**src/rtl/keccak_perm_requester.sv**
```systemverilog
// Initiator for the Keccak-p[1600] round controller: accepts one job at a time, pulses load/start,
// and returns a tagged result with the measured latency. Optional watchdog: KECCAK_PERM_REQ_WATCHDOG_EN.
module keccak_perm_requester #(
  parameter int TAG_W          = 4,
  parameter int MAX_ROUNDS     = 24,
  parameter int TIMEOUT_CYCLES = 63
) (
  input  logic             i_clk,
  input  logic             i_rst,
  input  logic             i_job_valid,
  output logic             o_job_ready,
  input  logic [4:0]       i_job_rounds,
  input  logic [TAG_W-1:0] i_job_tag,
  output logic             o_perm_load,
  output logic             o_perm_start,
  output logic [4:0]       o_perm_num_rounds,
  input  logic             i_perm_done,
  output logic             o_perm_rst,
  output logic             o_res_valid,
  input  logic             i_res_ready,
  output logic [TAG_W-1:0] o_res_tag,
  output logic [5:0]       o_res_cycles,
  output logic             o_res_timeout,
  output logic             o_busy,
  output logic             o_err_spurious,
  output logic [31:0]      o_jobs_done
);

`ifdef KECCAK_PERM_REQ_WATCHDOG_EN
  localparam bit WD_EN = 1'b1;
`else
  localparam bit WD_EN = 1'b0;
`endif

  localparam logic [4:0] MAX_R = 5'(MAX_ROUNDS);
  localparam logic [5:0] TO_C  = 6'(TIMEOUT_CYCLES);

  typedef enum logic [2:0] {S_IDLE, S_LOAD, S_START, S_WAIT, S_HOLD} state_t;

  state_t           state_q, state_d;
  logic [4:0]       rounds_q, rounds_d;
  logic [TAG_W-1:0] tag_q, tag_d;
  logic [5:0]       cnt_q, cnt_d;
  logic [5:0]       cycles_q, cycles_d;
  logic             timeout_q, timeout_d;
  logic             perm_rst_q, perm_rst_d;
  logic             err_q, err_d;
  logic [31:0]      jobs_q, jobs_d;

  logic [4:0] rounds_clamped;
  logic [5:0] cnt_inc;
  logic       wd_hit;

  assign rounds_clamped = (i_job_rounds > MAX_R) ? MAX_R : i_job_rounds;
  assign cnt_inc        = (cnt_q == 6'd63) ? 6'd63 : cnt_q + 6'd1;
  // Fires on the WAIT cycle that would report TIMEOUT_CYCLES; a done in that cycle still wins.
  assign wd_hit         = WD_EN && (cnt_q == TO_C - 6'd1);

  always_comb begin
    state_d    = state_q;
    rounds_d   = rounds_q;
    tag_d      = tag_q;
    cnt_d      = cnt_q;
    cycles_d   = cycles_q;
    timeout_d  = timeout_q;
    perm_rst_d = 1'b0;
    jobs_d     = jobs_q;
    err_d      = err_q | (i_perm_done && (state_q != S_WAIT));

    case (state_q)
      S_IDLE: begin
        if (i_job_valid) begin
          tag_d    = i_job_tag;
          rounds_d = rounds_clamped;
          if (rounds_clamped == 5'd0) begin
            cycles_d = 6'd0;
            state_d  = S_HOLD;
          end else begin
            state_d = S_LOAD;
          end
        end
      end
      S_LOAD:  state_d = S_START;
      S_START: begin
        cnt_d   = 6'd0;
        state_d = S_WAIT;
      end
      S_WAIT: begin
        cnt_d = cnt_inc;
        if (i_perm_done) begin
          cycles_d = cnt_inc;
          state_d  = S_HOLD;
        end else if (wd_hit) begin
          perm_rst_d = 1'b1;
          timeout_d  = 1'b1;
          cycles_d   = TO_C;
          state_d    = S_HOLD;
        end
      end
      S_HOLD: begin
        if (i_res_ready) begin
          jobs_d    = jobs_q + 32'd1;
          timeout_d = 1'b0;
          state_d   = S_IDLE;
        end
      end
      default: state_d = S_IDLE;
    endcase
  end

  always_ff @(posedge i_clk) begin
    if (i_rst) begin
      state_q    <= S_IDLE;
      rounds_q   <= MAX_R;
      tag_q      <= '0;
      cnt_q      <= 6'd0;
      cycles_q   <= 6'd0;
      timeout_q  <= 1'b0;
      perm_rst_q <= 1'b0;
      err_q      <= 1'b0;
      jobs_q     <= 32'd0;
    end else begin
      state_q    <= state_d;
      rounds_q   <= rounds_d;
      tag_q      <= tag_d;
      cnt_q      <= cnt_d;
      cycles_q   <= cycles_d;
      timeout_q  <= timeout_d;
      perm_rst_q <= perm_rst_d;
      err_q      <= err_d;
      jobs_q     <= jobs_d;
    end
  end

  assign o_job_ready       = (state_q == S_IDLE);
  assign o_busy            = (state_q != S_IDLE);
  assign o_perm_load       = (state_q == S_LOAD);
  assign o_perm_start      = (state_q == S_START);
  assign o_res_valid       = (state_q == S_HOLD);
  assign o_perm_num_rounds = rounds_q;
  assign o_res_tag         = tag_q;
  assign o_res_cycles      = cycles_q;
  assign o_err_spurious    = err_q;
  assign o_jobs_done       = jobs_q;

`ifdef KECCAK_PERM_REQ_WATCHDOG_EN
  assign o_perm_rst    = perm_rst_q;
  assign o_res_timeout = timeout_q;
`else
  assign o_perm_rst    = 1'b0;
  assign o_res_timeout = 1'b0;
`endif

endmodule

```
**config.mk**
```make
export PLATFORM = sky130hd
export DESIGN_NAME = keccak_perm_requester
export DESIGN_NICKNAME = d
export VERILOG_FILES = /design/src/rtl/keccak_perm_requester.sv
export SDC_FILE = /design/constraint.sdc
export NUM_CORES = 1
export LEC_CHECK = 0
export BUFFER_PORTS_ARGS = -buffer_cell sky130_fd_sc_hd__clkbuf_2
export CORE_AREA = 4 4 88 90
export DETAILED_ROUTE_END_ITERATION = 16
export DIE_AREA = 0 0 92 94
export GPL_TIMING_DRIVEN = 0
export PLACE_DENSITY = 0.59
export SLEW_MARGIN = 10
export SYNTH_ARGS = -nofsm -noshare
export SYNTH_HDL_FRONTEND = slang
export SYNTH_SLANG_ARGS = --single-unit
```
**constraint.sdc**
```tcl
create_clock -name i_clk -period 1.9 [get_ports i_clk]
set_input_delay 0.38 -clock i_clk [delete_from_list [all_inputs] [get_ports i_clk]]
set_output_delay 0.38 -clock i_clk [all_outputs]
set_load 0.02 [all_outputs]
```
==> Yosys cells after proc, flatten, opt, wreduce, memory -nomap -nowiden <==
Cells that the tools add are included.
{ "word_totals": {"regBits": 57, "input_bits": 14, "output_inout_bits": 55, "wordCells": 43} }
{ "op_classes": {"addsub": 2, "n_lt_le_gt_ge": 1, "n_eq_ne": 10, "muxes": 12, "bitwise": 1, "reduce_logical": 10} }
{ "ops": {"columns": ["op", "n"], "rows": [
  ["$add A32 B1 Y32 const B", 1],
  ["$mux W6", 4],
  ["$pmux W6 S2", 2],
  ["$pmux W3 S5", 1],
  ["$mux W3", 4],
  ["$add A6 B1 Y6 const B", 1],
  ["$eq A3 B2 Y1 const B", 2],
  ["$eq A6 B6 Y1 const B", 1],
  ["$gt A5 B5 Y1 const B", 1],
  ["$logic_not A5 Y1", 1],
  ["$mux W5", 1],
  ["$ne A2 B1 Y1 const B", 2],
  ["$ne A2 B2 Y1 const B", 2],
  ["$reduce_and A2 Y1", 2],
  ["$reduce_and A4 Y1", 1],
  ["$reduce_bool A2 Y1", 2],
  ["$eq A3 B1 Y1 const B", 1],
  ["$eq A3 B3 Y1 const B", 1],
  ["$logic_not A3 Y1", 1],
  ["$ne A3 B2 Y1 const B", 1],
  ["$reduce_and A3 Y1", 1],
  ["$reduce_bool A3 Y1", 1],
  ["$logic_and A1 B1 Y1", 1],
  ["$or A1 B1 Y1", 1]
]} }

==> Longest topological paths before layout <==
Gate-level depths: netlist of the first run.
{ "depth": {"depth_word": 6, "depth_mapped": 7, "mapped_depth_nobuf": 5} }

==> Worst setup path after synthesis of the first run <==
No wires, ideal clock.
{ "synth_timing": {"path_kind": "reg-to-reg", "start": "reg jobs_q[11], in the netlist o_jobs_done[11]", "end": "reg jobs_q[31], in the netlist o_jobs_done[31]", "setup_time_ns": 0.121, "arrival_time_ns": 2.093, "required_ns": 1.779, "setup_slack_ns": -0.313, "stages_incl_launch_ff": 7, "path_buffers": 2, "synth_period_minus_slack_ns": 2.213, "path_cell_list": "dfxtp_1 nand4_2 or4_1 buf_2 buf_6 nor4_1 mux2_2"} }
{ "synth_via": {"elab_chain_cells": 1} }
{ "synth_rtl": {"columns": ["element", "line", "text"], "rows": [
  ["start: declaration", "48", "logic [31:0] jobs_q, jobs_d;"],
  ["start signal: assignment", "131", "jobs_q <= jobs_d;"],
  ["$add A32 B1 Y32", "102", "jobs_d = jobs_q + 32'd1;"]
]} }
No other way between the ends.
A chain may end at the register's enable or synchronous reset.

==> Worst setup path after layout of the first run <==
{ "layout_timing": {"start": "reg jobs_q[18], in the netlist o_jobs_done[18]", "end": "reg jobs_q[23], in the netlist o_jobs_done[23]"} }
The elaborated chain is that of the path after synthesis.

==> results.md, run 1 <==
* Avg WL per Cell at 14.4 µm
* Vias in the first global route at 2428
* # DRC at 0
* Mapped cell area at roughly 2700 µm²
* Violated checks: negative setup slack
* Row Count at 31
* Max Freq at 523 MHz
* Outcome: complete, but fails checks
* Setup-failing EPs final at 2
* GRT Total Usage at between 15 and 20%
* Die span in y at 94 µm
* Syn_area_per_cell at 8.46 µm²
* Crit path required time at between 2 and 2.5 ns
* I/O pins at 69
* Nets at 421
* Hold depth at 3
* Slew HR at 59.9%
* Number of fill cells at 727
* Worst-path maximum fanout at 6
* Antenna fix cells at 0
* DR vias at 2694
* GPL Wtd Cong at 0.814
* Total CTS buffers at 9
* FFs w/ async S/R, synth at 0%
* P&R area growth vs syn at 36.6%
* Post-Place Worst Slack at -0.316 ns
* CP arrival at between 2 and 2.5 ns
* Ys Warns at 0
* IO buf count at 66
* Ys flop type: dfxtp_1
* Hold WC Path Type: primary input to flop
* Crit path time final at 1.91 ns
* Endpoints failing hold at 0
* Number of clock sinks at 57
* Power Total at around 0.0027 W
* First-pass GRT wire length at 11600 µm
* VDD IR max at 0.466 mV
* First drt pass iteration count at 4
* Seq/Total Area, Yosys at 42.6%
* H-Tree Level Count at 3
* Hold Slack at 0.261 ns
* Most used cells in the layout excluding fill and tap cells: clkbuf_2, dfxtp_1, nand2_1
* Die W at 92 µm
* CP Class: flop to flop
* Final clock skew at 0.00643 ns
* HPWL Detailed at between 5000 and 6000 µm
* Max Slew Vio Count at 0
* Leak Pwr at about 1.4 nW
* RSZ-0062 raised after global routing: yes
* Post-route ant nets at 0
* Clock Tree Buf Depth at 2
* Reg2reg path depth at 5
* Pwr dens at 743 nW/µm²
* Final setup margin at -0.0107 ns
* Dpl cell area at around 3200 µm²
* Design Area, Final at 3660 µm²
* Synth Instances at roughly 320
* #FFs+latches synth at 57
* CTS tree: done
* Die footprint at 8650 µm²
* Via density at 5.29
* Share of the synthesized area in the top cell type at 42.6%
* Placeable core area at 7060 µm²
* Global route overflow at 0
* Main area contributors after synthesis: dfxtp_1, a21oi_1, or4_1, o31ai_1, nand2_1
* Worst-Margin Slew at 0.601 ns
* Layout cells sized above 1 at 38.0%
* EDFF count, synth at 0
* Worst-Skew Late Latency at 0.34 ns
* MaxCap Viol Count at 0
* Largest net degree at the start of global routing at 11
* Period utilization at 101%
* Clock Tree Root: clkbuf_8
* Synth area leader: dfxtp_1
* Crit path launch type: flop
* DR iter-0 viols at 87
* Post-synthesis cell type count at 44
* Detailed Route WL at between 7000 and 8000 µm
* Most common cell after layout, fill and taps aside: clkbuf_2
* Initial antenna violation count at 0
* Clock slew at reported path FFs at 0.06 ns
* Starting density of the core at 38.0%
* Setup crit end kind: flop
## metrics by stage
step | instances | TNS, ns | util [%]
after floorplan | 318 | 0 | -
after global placement | 483 | -4.73 | 45.4
after detailed placement | 483 | -5.48 | 45.4
after CTS | 502 | 0 | 49.4
after global routing | 509 | -0.340 | 51.9
final | 509 | -0.0110 | 51.9
## kinds of logic (layout without fill, tap and decap cells)
kind of cell / Yosys count / in the layout / synth area share, %
AO/OA/AOI/OAI: 74 / 74 / 17.6
XOR/XNOR: 10 / 10 / 3.27
adder cells (fa/ha/maj): 2 / 2 / 0.933
buffers and inverters: 27 / 119 / 4.43
flip-flops: 57 / 57 / 42.6
multiplexers: 5 / 5 / 2.01
other: 1 / 2 / 0.140
AND/OR/NAND/NOR: 141 / 141 / 29.1
## worst max-delay path, stage by stage, from the launching register on
cell and delay, ns:
dfxtp_4 0.37, nand3_2 0.07, or4_4 0.59, buf_6 0.15
or4_4 0.51, a21oi_2 0.16
## layout make-up
cell class	instances	area, µm²	area share (%)
buffer	19	116	3.18
clock buffer	14	183	4.99
clock inverter	2	10.0	0.273
inverter	5	18.8	0.512
multi-input combinational	234	1590	43.3
sequential	57	1190	32.4
tap	99	124	3.38
timing repair buffer	79	439	12.0
## power by group
group / switching [W] / internal (W) / leakage, nW
Sequential: 0.0000264 / 0.00122 / 0.471
Clock: 0.000476 / 0.000612 / 0.102
Combinational: 0.000247 / 0.000141 / 0.843
## synthesized netlist by cell type (3+ instances only)
master / count
a21oi_1: 35
a32o_1: 3
and2_1: 7
and3_1: 6
and4_1: 3
buf_1: 3
clkbuf_1: 14
dfxtp_1: 57
inv_1: 5
mux2_2: 3
nand2_1: 33
nand2b_1: 5
nand3_1: 15
nand3b_1: 3
nand4_1: 10
nor2_1: 20
nor2b_1: 4
nor4_1: 4
o21ai_0: 5
o31ai_1: 18
or3_1: 4
or4_1: 21
xnor2_1: 3
xor2_1: 7
## per-layer routing
metal  global-route usage, %  part of all wire (%)  up-vias
met4                    7.92                   2.6        0
met1                    21.0                    45     1278
li1                        -                     -     1340
met2                    26.9                    47       61
met3                    3.53                   5.0       15
met5                       0                     0        -
## sequential cells by signal (all words and copies together) (netlist names)
signal	cells
o_perm_num_rounds	5
o_err_spurious	1
state_q	3
o_jobs_done	32
o_res_tag	4
cnt_q	6
o_res_cycles	6
## path summary, 6_finish.rpt
kind	start	to	slack [ns]
setup / recovery	o_jobs_done[18]	o_jobs_done[23]	-0.01
hold / removal	i_job_tag[0]	o_res_tag[0]	0.26
setup reg to reg	o_jobs_done[18]	o_jobs_done[23]	-0.01
hold reg to reg	o_perm_num_rounds[1]	o_perm_num_rounds[1]	0.45
## timing repair
action / in CTS / in global routing
gates cloned: 0 / 2
endpoints found under the setup margin: 27 / 34
pin swaps: 2 / 9
resized for setup: 20 / 41
setup buffers: 4 / 7
hold buffers: 0 / 0
Power figures use the tool's default switching activity.
==> inputs of run 2 (changes only) <==
--- a/config.mk
+++ b/config.mk
@@ -6,11 +6,11 @@
 export NUM_CORES = 1
 export LEC_CHECK = 0
 export BUFFER_PORTS_ARGS = -buffer_cell sky130_fd_sc_hd__clkbuf_2
-export CORE_AREA = 4 4 88 90
+export CORE_AREA = 4 4 87 89
 export DETAILED_ROUTE_END_ITERATION = 16
-export DIE_AREA = 0 0 92 94
+export DIE_AREA = 0 0 91 93
 export GPL_TIMING_DRIVEN = 0
-export PLACE_DENSITY = 0.59
+export PLACE_DENSITY = 0.61
 export SLEW_MARGIN = 10
 export SYNTH_ARGS = -nofsm -noshare
 export SYNTH_HDL_FRONTEND = slang
==> results.md, run 2 (synthesis results as in run 1) <==
* Clock Tree Buf Depth at 2 (unchanged)
* RSZ-0062 raised after global routing: yes (unchanged)
* Clock Tree Root: clkbuf_8 (unchanged)
* GRT Total Usage at 16.8% (was 16.6%)
* Final std cells w/o fill at 487 (was 509)
* Global route overflow at 0 (unchanged)
* Total CTS buffers at 9 (unchanged)
* Post-route ant nets at 0 (unchanged)
* Clock share of power at 43.8% (was 40.0%)
* Die footprint at 8460 µm² (was 8650 µm²)
* DR iter-0 viols at 98 (was 87)
* HPWL Detailed at 5030 µm (was 5040 µm)
* Final setup margin at -0.0148 ns (was -0.0107 ns)
* Endpoints failing hold at 0 (unchanged)
* Number of fill cells at 678 (was 727)
* Crit path time final at 1.91 ns (about the same)
* Outcome: complete, but fails checks (unchanged)
* Hold WC Path Type: primary input to flop (unchanged)
* MaxCap Viol Count at 0 (unchanged)
* Crit path launch type: flop (unchanged)
* Pwr dens at 792 nW/µm² (was 743 nW/µm²)
* CP Class: flop to flop (unchanged)
* Via density at 5.51 (was 5.29)
* Vias in the first global route at 2381 (was 2428)
* CP arrival at 2.11 ns (was 2.17 ns)
* Leak Pwr at 1.42 nW (about the same)
* Number of clock sinks at 57 (unchanged)
* GPL Wtd Cong at 0.807 (was 0.814)
* Comb power frac at 13.2% (was 14.3%)
* Die span in y at 93 µm (was 94 µm)
* Cts hold-fix bufs at 0 (unchanged)
* Nets at 418 (was 421)
* Starting density of the core at 39.7% (was 38.0%)
* H-Tree Level Count at 3 (unchanged)
* P&R area growth vs syn at 36.0% (was 36.6%)
* CTS tree: done (unchanged)
* Setup-failing EPs final at 1 (was 2)
* VDD IR max at 0.523 mV (was 0.466 mV)
* Antenna fix cells at 0 (unchanged)
* Max reg flops at 32 (unchanged)
* Detailed Route WL at 7260 µm (was 7330 µm)
* DR vias at 2683 (was 2694)
* Die W at 91 µm (was 92 µm)
* Max stage delay on crit path at 0.56 ns (was 0.59 ns)
* Row Count at 30 (was 31)
* Slowest stage cell, crit path: or4_4 (unchanged)
* Violated checks: negative setup slack (unchanged)
* # DRC at 0 (unchanged)
* I/O pins at 69 (unchanged)
* Reg power frac at 43.0% (was 45.7%)
* Crit path required time at 2.10 ns (was 2.16 ns)
* Max Slew Vio Count at 0 (unchanged)
* Initial antenna violation count at 0 (unchanged)
* Slew HR at 59.9% (about the same)
* Worst-path cell chain: nand2_8, or4_4, buf_8, buf_4, o31ai_2, a21oi_1 (was nand3_2, or4_4, buf_6, or4_4, a21oi_2)
* Worst-Skew Late Latency at 0.34 ns (about the same)
* Most used cells in the layout excluding fill and tap cells: clkbuf_2, dfxtp_1, nand2_1 (unchanged)
* Worst-Margin Slew at 0.602 ns (was 0.601 ns)
* Period utilization at 101% (about the same)
* Post-Place Cells at 464 (was 483)
* Max Freq at 522 MHz (was 523 MHz)
* Placeable core area at 6760 µm² (was 7060 µm²)
* Avg WL per Cell at 14.9 µm (was 14.4 µm)
* Total Neg Setup Slack at -0.0148 ns (was -0.0110 ns)
* Int Power at 0.00211 W (was 0.00197 W)
* Worst-path maximum fanout at 10 (was 6)
* Layout cells sized above 1 at 37.3% (was 38.0%)
* First-pass GRT wire length at 11600 µm (about the same)
* Net switching power at 0.000781 W (was 0.000750 W)
* Final clock skew at 0.0108 ns (was 0.00643 ns)
* First drt pass iteration count at 5 (was 4)
* Most common cell after layout, fill and taps aside: clkbuf_2 (unchanged)
* Setup crit end kind: flop (unchanged)
* Largest net degree at the start of global routing at 11 (unchanged)
* IO buf count at 66 (unchanged)
* Clock slew at reported path FFs at 0.07 ns (was 0.06 ns)
* Sw Ratio at 27.0% (was 27.6%)
-- run 2: cell count changes in the layout (fill, tap and decap cells not counted), moves of 2 or more --
cell      change
buf_2         -2
buf_4         +3
buf_6         -4
clkbuf_1      -2
clkbuf_8      -2
or4_1         -2
or4_4         +2
-- run 2: power by group through the flow --
stage | registers (W) | logic [W] | clock network, W
6_report | 0.00124 | 0.000380 | 0.00127
5_1_grt | 0.00125 | 0.000420 | 0.00134
4_1_cts | 0.00124 | 0.000377 | 0.00128
3_5_place_dp | 0.00127 | 0.000358 | 0
3_3_place_gp | 0.00126 | 0.000356 | 0
2_1_floorplan | 0.00129 | 0.000212 | 0
-- run 2: worst max-delay path: cells and delay by family (launching register included) --
kind / cells / cell delay (ns)
and+or+nand+nor: 2 / 0.64
DFF: 1 / 0.38
buffers and inverters: 2 / 0.34
AOI/OAI and AO/OA: 2 / 0.40
-- run 2: path summary, 6_finish.rpt --
kind | depth (start not counted) | slack, ns | startpoint | to
max | 6 | -0.01 | o_jobs_done[3] | o_jobs_done[29]
min | 3 | 0.25 | i_job_tag[2] | o_res_tag[2]
max reg2reg | 6 | -0.01 | o_jobs_done[3] | o_jobs_done[29]
min reg2reg | 2 | 0.45 | o_perm_num_rounds[2] | o_perm_num_rounds[2]
-- run 2: area by class of cell --
| type | instances | area, µm² | share of cell area (%) |
|---|---|---|---|
| flip-flops and latches | 57 | 1180 | 32.5 |
| well taps | 80 | 100 | 2.75 |
| clock buffers | 12 | 176 | 4.84 |
| plain buffers | 18 | 115 | 3.16 |
| repair buffers | 77 | 419 | 11.5 |
| clock inverters | 4 | 46.3 | 1.27 |
| multi-input cells | 234 | 1590 | 43.5 |
| inverters | 5 | 18.8 | 0.515 |
-- run 2: layer usage --
layer	track usage, %	wire [µm]	up-vias
li1	-	-	1338
met3	3.38	370	12
met1	22.1	3370	1263
met2	27.0	3430	70
met5	0	0	-
met4	6.91	87	0
-- run 2: timing repair --
| item | in CTS | in global routing |
|---|---|---|
| buffers inserted | 6 | 5 |
| endpoints found under the setup margin | 24 | 26 |
| pin swaps | 2 | 10 |
| gates cloned | 0 | 0 |
| resized for setup | 18 | 38 |
-- run 2: stage by stage --
stage / power, W / util (%) / hold slack (ns) / cell area [µm²] / setup slack [ns]
5_1_grt: 0.00301 / 54.0 / 0.253 / 3650 / -0.0603
4_1_cts: 0.00290 / 51.9 / 0.248 / 3510 / -0.00851
3_3_place_gp: 0.00162 / 47.1 / 0.443 / 3180 / -0.306
3_5_place_dp: 0.00162 / 47.1 / 0.448 / 3180 / -0.320
6_report: 0.00289 / 54.0 / 0.250 / 3650 / -0.0148
2_1_floorplan: 0.00150 / - / 0.478 / 2750 / 0.00294
==> inputs of run 3 (changes only) <==
--- a/config.mk
+++ b/config.mk
@@ -11,6 +11,7 @@
 export DIE_AREA = 0 0 91 93
 export GPL_TIMING_DRIVEN = 0
 export PLACE_DENSITY = 0.61
+export SKIP_CTS_REPAIR_TIMING = 1
 export SLEW_MARGIN = 10
 export SYNTH_ARGS = -nofsm -noshare
 export SYNTH_HDL_FRONTEND = slang
==> results.md, run 3 (synthesis results as in run 1) <==
* Number of fill cells at 659 (was 678)
* Die W at 91 µm (unchanged)
* Final clock skew at 0.00912 ns (was 0.0108 ns)
* DR iter-0 viols at 77 (was 98)
* Detailed Route WL at 7150 µm (was 7260 µm)
* Post-route core utilization at 54.1% (was 54.0%)
* Outcome: finished clean (was complete, but fails checks)
* Total CTS buffers at 9 (unchanged)
* # DRC at 0 (unchanged)
* H-Tree Level Count at 3 (unchanged)
* MaxCap Viol Count at 0 (unchanged)
* Final setup margin at 0.0291 ns (was -0.0148 ns)
* Leak Pwr at 1.43 nW (was 1.42 nW)
* Post-route ant nets at 0 (unchanged)
* Via density at 5.48 (was 5.51)
* Clock Tree Buf Depth at 2 (unchanged)
* Avg WL per Cell at 14.6 µm (was 14.9 µm)
* Period utilization at 98.5% (was 101%)
* Worst-path maximum fanout at 6 (was 10)
* IO buf count at 66 (unchanged)
* Die span in y at 93 µm (unchanged)
* Slew HR at 62.5% (was 59.9%)
* Pwr dens at 786 nW/µm² (was 792 nW/µm²)
* First-pass GRT wire length at 11400 µm (was 11600 µm)
* CP Class: flop to flop (unchanged)
* Layout cells sized above 1 at 36.4% (was 37.3%)
* Max Slew Vio Count at 0 (unchanged)
* Hold WC Path Type: primary input to flop (unchanged)
* Vias in the first global route at 2359 (was 2381)
* Die footprint at 8460 µm² (unchanged)
* P&R area growth vs syn at 36.4% (was 36.0%)
* Setup crit end kind: flop (unchanged)
* Starting density of the core at 39.7% (unchanged)
* Worst-Margin Slew at 0.563 ns (was 0.602 ns)
* CP arrival at 2.14 ns (was 2.11 ns)
* Max Freq at 535 MHz (was 522 MHz)
* GRT Total Usage at 16.4% (was 16.8%)
* Worst-Skew Late Latency at 0.34 ns (about the same)
* DR vias at 2682 (was 2683)
* Clock slew at reported path FFs at 0.07 ns (about the same)
* Endpoints failing hold at 0 (unchanged)
* Antenna fix cells at 0 (unchanged)
* Row Count at 30 (unchanged)
* Number of clock sinks at 57 (unchanged)
* Initial antenna violation count at 0 (unchanged)
* RSZ-0062 raised after global routing: yes (unchanged)
* Crit path time final at 1.87 ns (was 1.91 ns)
* HPWL Detailed at 5030 µm (unchanged)
* Crit path required time at 2.17 ns (was 2.10 ns)
* Post-Place Worst Slack at -0.320 ns (unchanged)
* Nets at 420 (was 418)
* Max reg flops at 32 (unchanged)
* Most common cell after layout, fill and taps aside: clkbuf_2 (unchanged)
* Largest net degree at the start of global routing at 11 (unchanged)
* GPL Wtd Cong at 0.807 (unchanged)
* Crit path launch type: flop (unchanged)
* Placeable core area at 6760 µm² (unchanged)
* Total Neg Setup Slack at 0 ns (was -0.0148 ns)
* First drt pass iteration count at 4 (was 5)
* CTS tree: done (unchanged)
* Global route overflow at 0 (unchanged)
* Clock Tree Root: clkbuf_8 (unchanged)
* VDD IR max at 0.522 mV (was 0.523 mV)
* Setup-failing EPs final at 0 (was 1)
* Most used cells in the layout excluding fill and tap cells: clkbuf_2, dfxtp_1, nand2_1, a21oi_1, nor2_1 (was clkbuf_2, dfxtp_1, nand2_1)
* I/O pins at 69 (unchanged)
## run 3: where the power goes
group	internal, W	switching [W]	total (W)
logic	0.000134	0.000242	0.000376
registers	0.00122	0.0000253	0.00124
clock network	0.000753	0.000502	0.00125
total	0.00210	0.000769	0.00287
## run 3: worst max-delay path, cell delays in order (launching register included)
cell and delay, ns:
dfxtp_4 0.38, nand2_2 0.07, or4_4 0.56, buf_6 0.15, or4_1 0.50, a21oi_1 0.15
## run 3: final cells by class
class                           instances  area, µm²  area share (%)
Inverter                                5       18.8           0.513
Clock buffer                           12        176            4.83
Multi-Input combinational cell        234       1590            43.4
Clock inverter                          4       46.3            1.27
Timing Repair Buffer                   78        424            11.6
Sequential cell                        57       1180            32.4
Buffer                                 19        119            3.25
Tap cell                               80        100            2.74
## run 3: worst paths after layout
path	from	to	slack, ns	cells after the start
setup / recovery	o_jobs_done[15]	o_jobs_done[25]	0.03	5
hold / removal	i_job_tag[2]	o_res_tag[2]	0.25	3
setup reg to reg	o_jobs_done[15]	o_jobs_done[25]	0.03	5
hold reg to reg	o_perm_num_rounds[2]	o_perm_num_rounds[2]	0.45	2
## run 3: through the flow
stage               power (W)  hold slack (ns)  instance area, µm²  cells
detailed placement    0.00162            0.448                3180    464
finish                0.00287            0.253                3660    489
floorplan             0.00150            0.478                2750    318
CTS                   0.00288            0.248                3400    480
global placement      0.00162            0.443                3180    464
global route          0.00300            0.253                3660    489
## run 3: per-layer routing
| metal | global-route usage (%) | vias to the layer above | routed length (µm) |
|---|---|---|---|
| li1 | - | 1343 | - |
| met1 | 22.1 | 1249 | 3290 |
| met2 | 25.8 | 77 | 3380 |
| met3 | 3.38 | 13 | 372 |
| met4 | 6.78 | 0 | 110 |
| met5 | 0 | - | 0 |
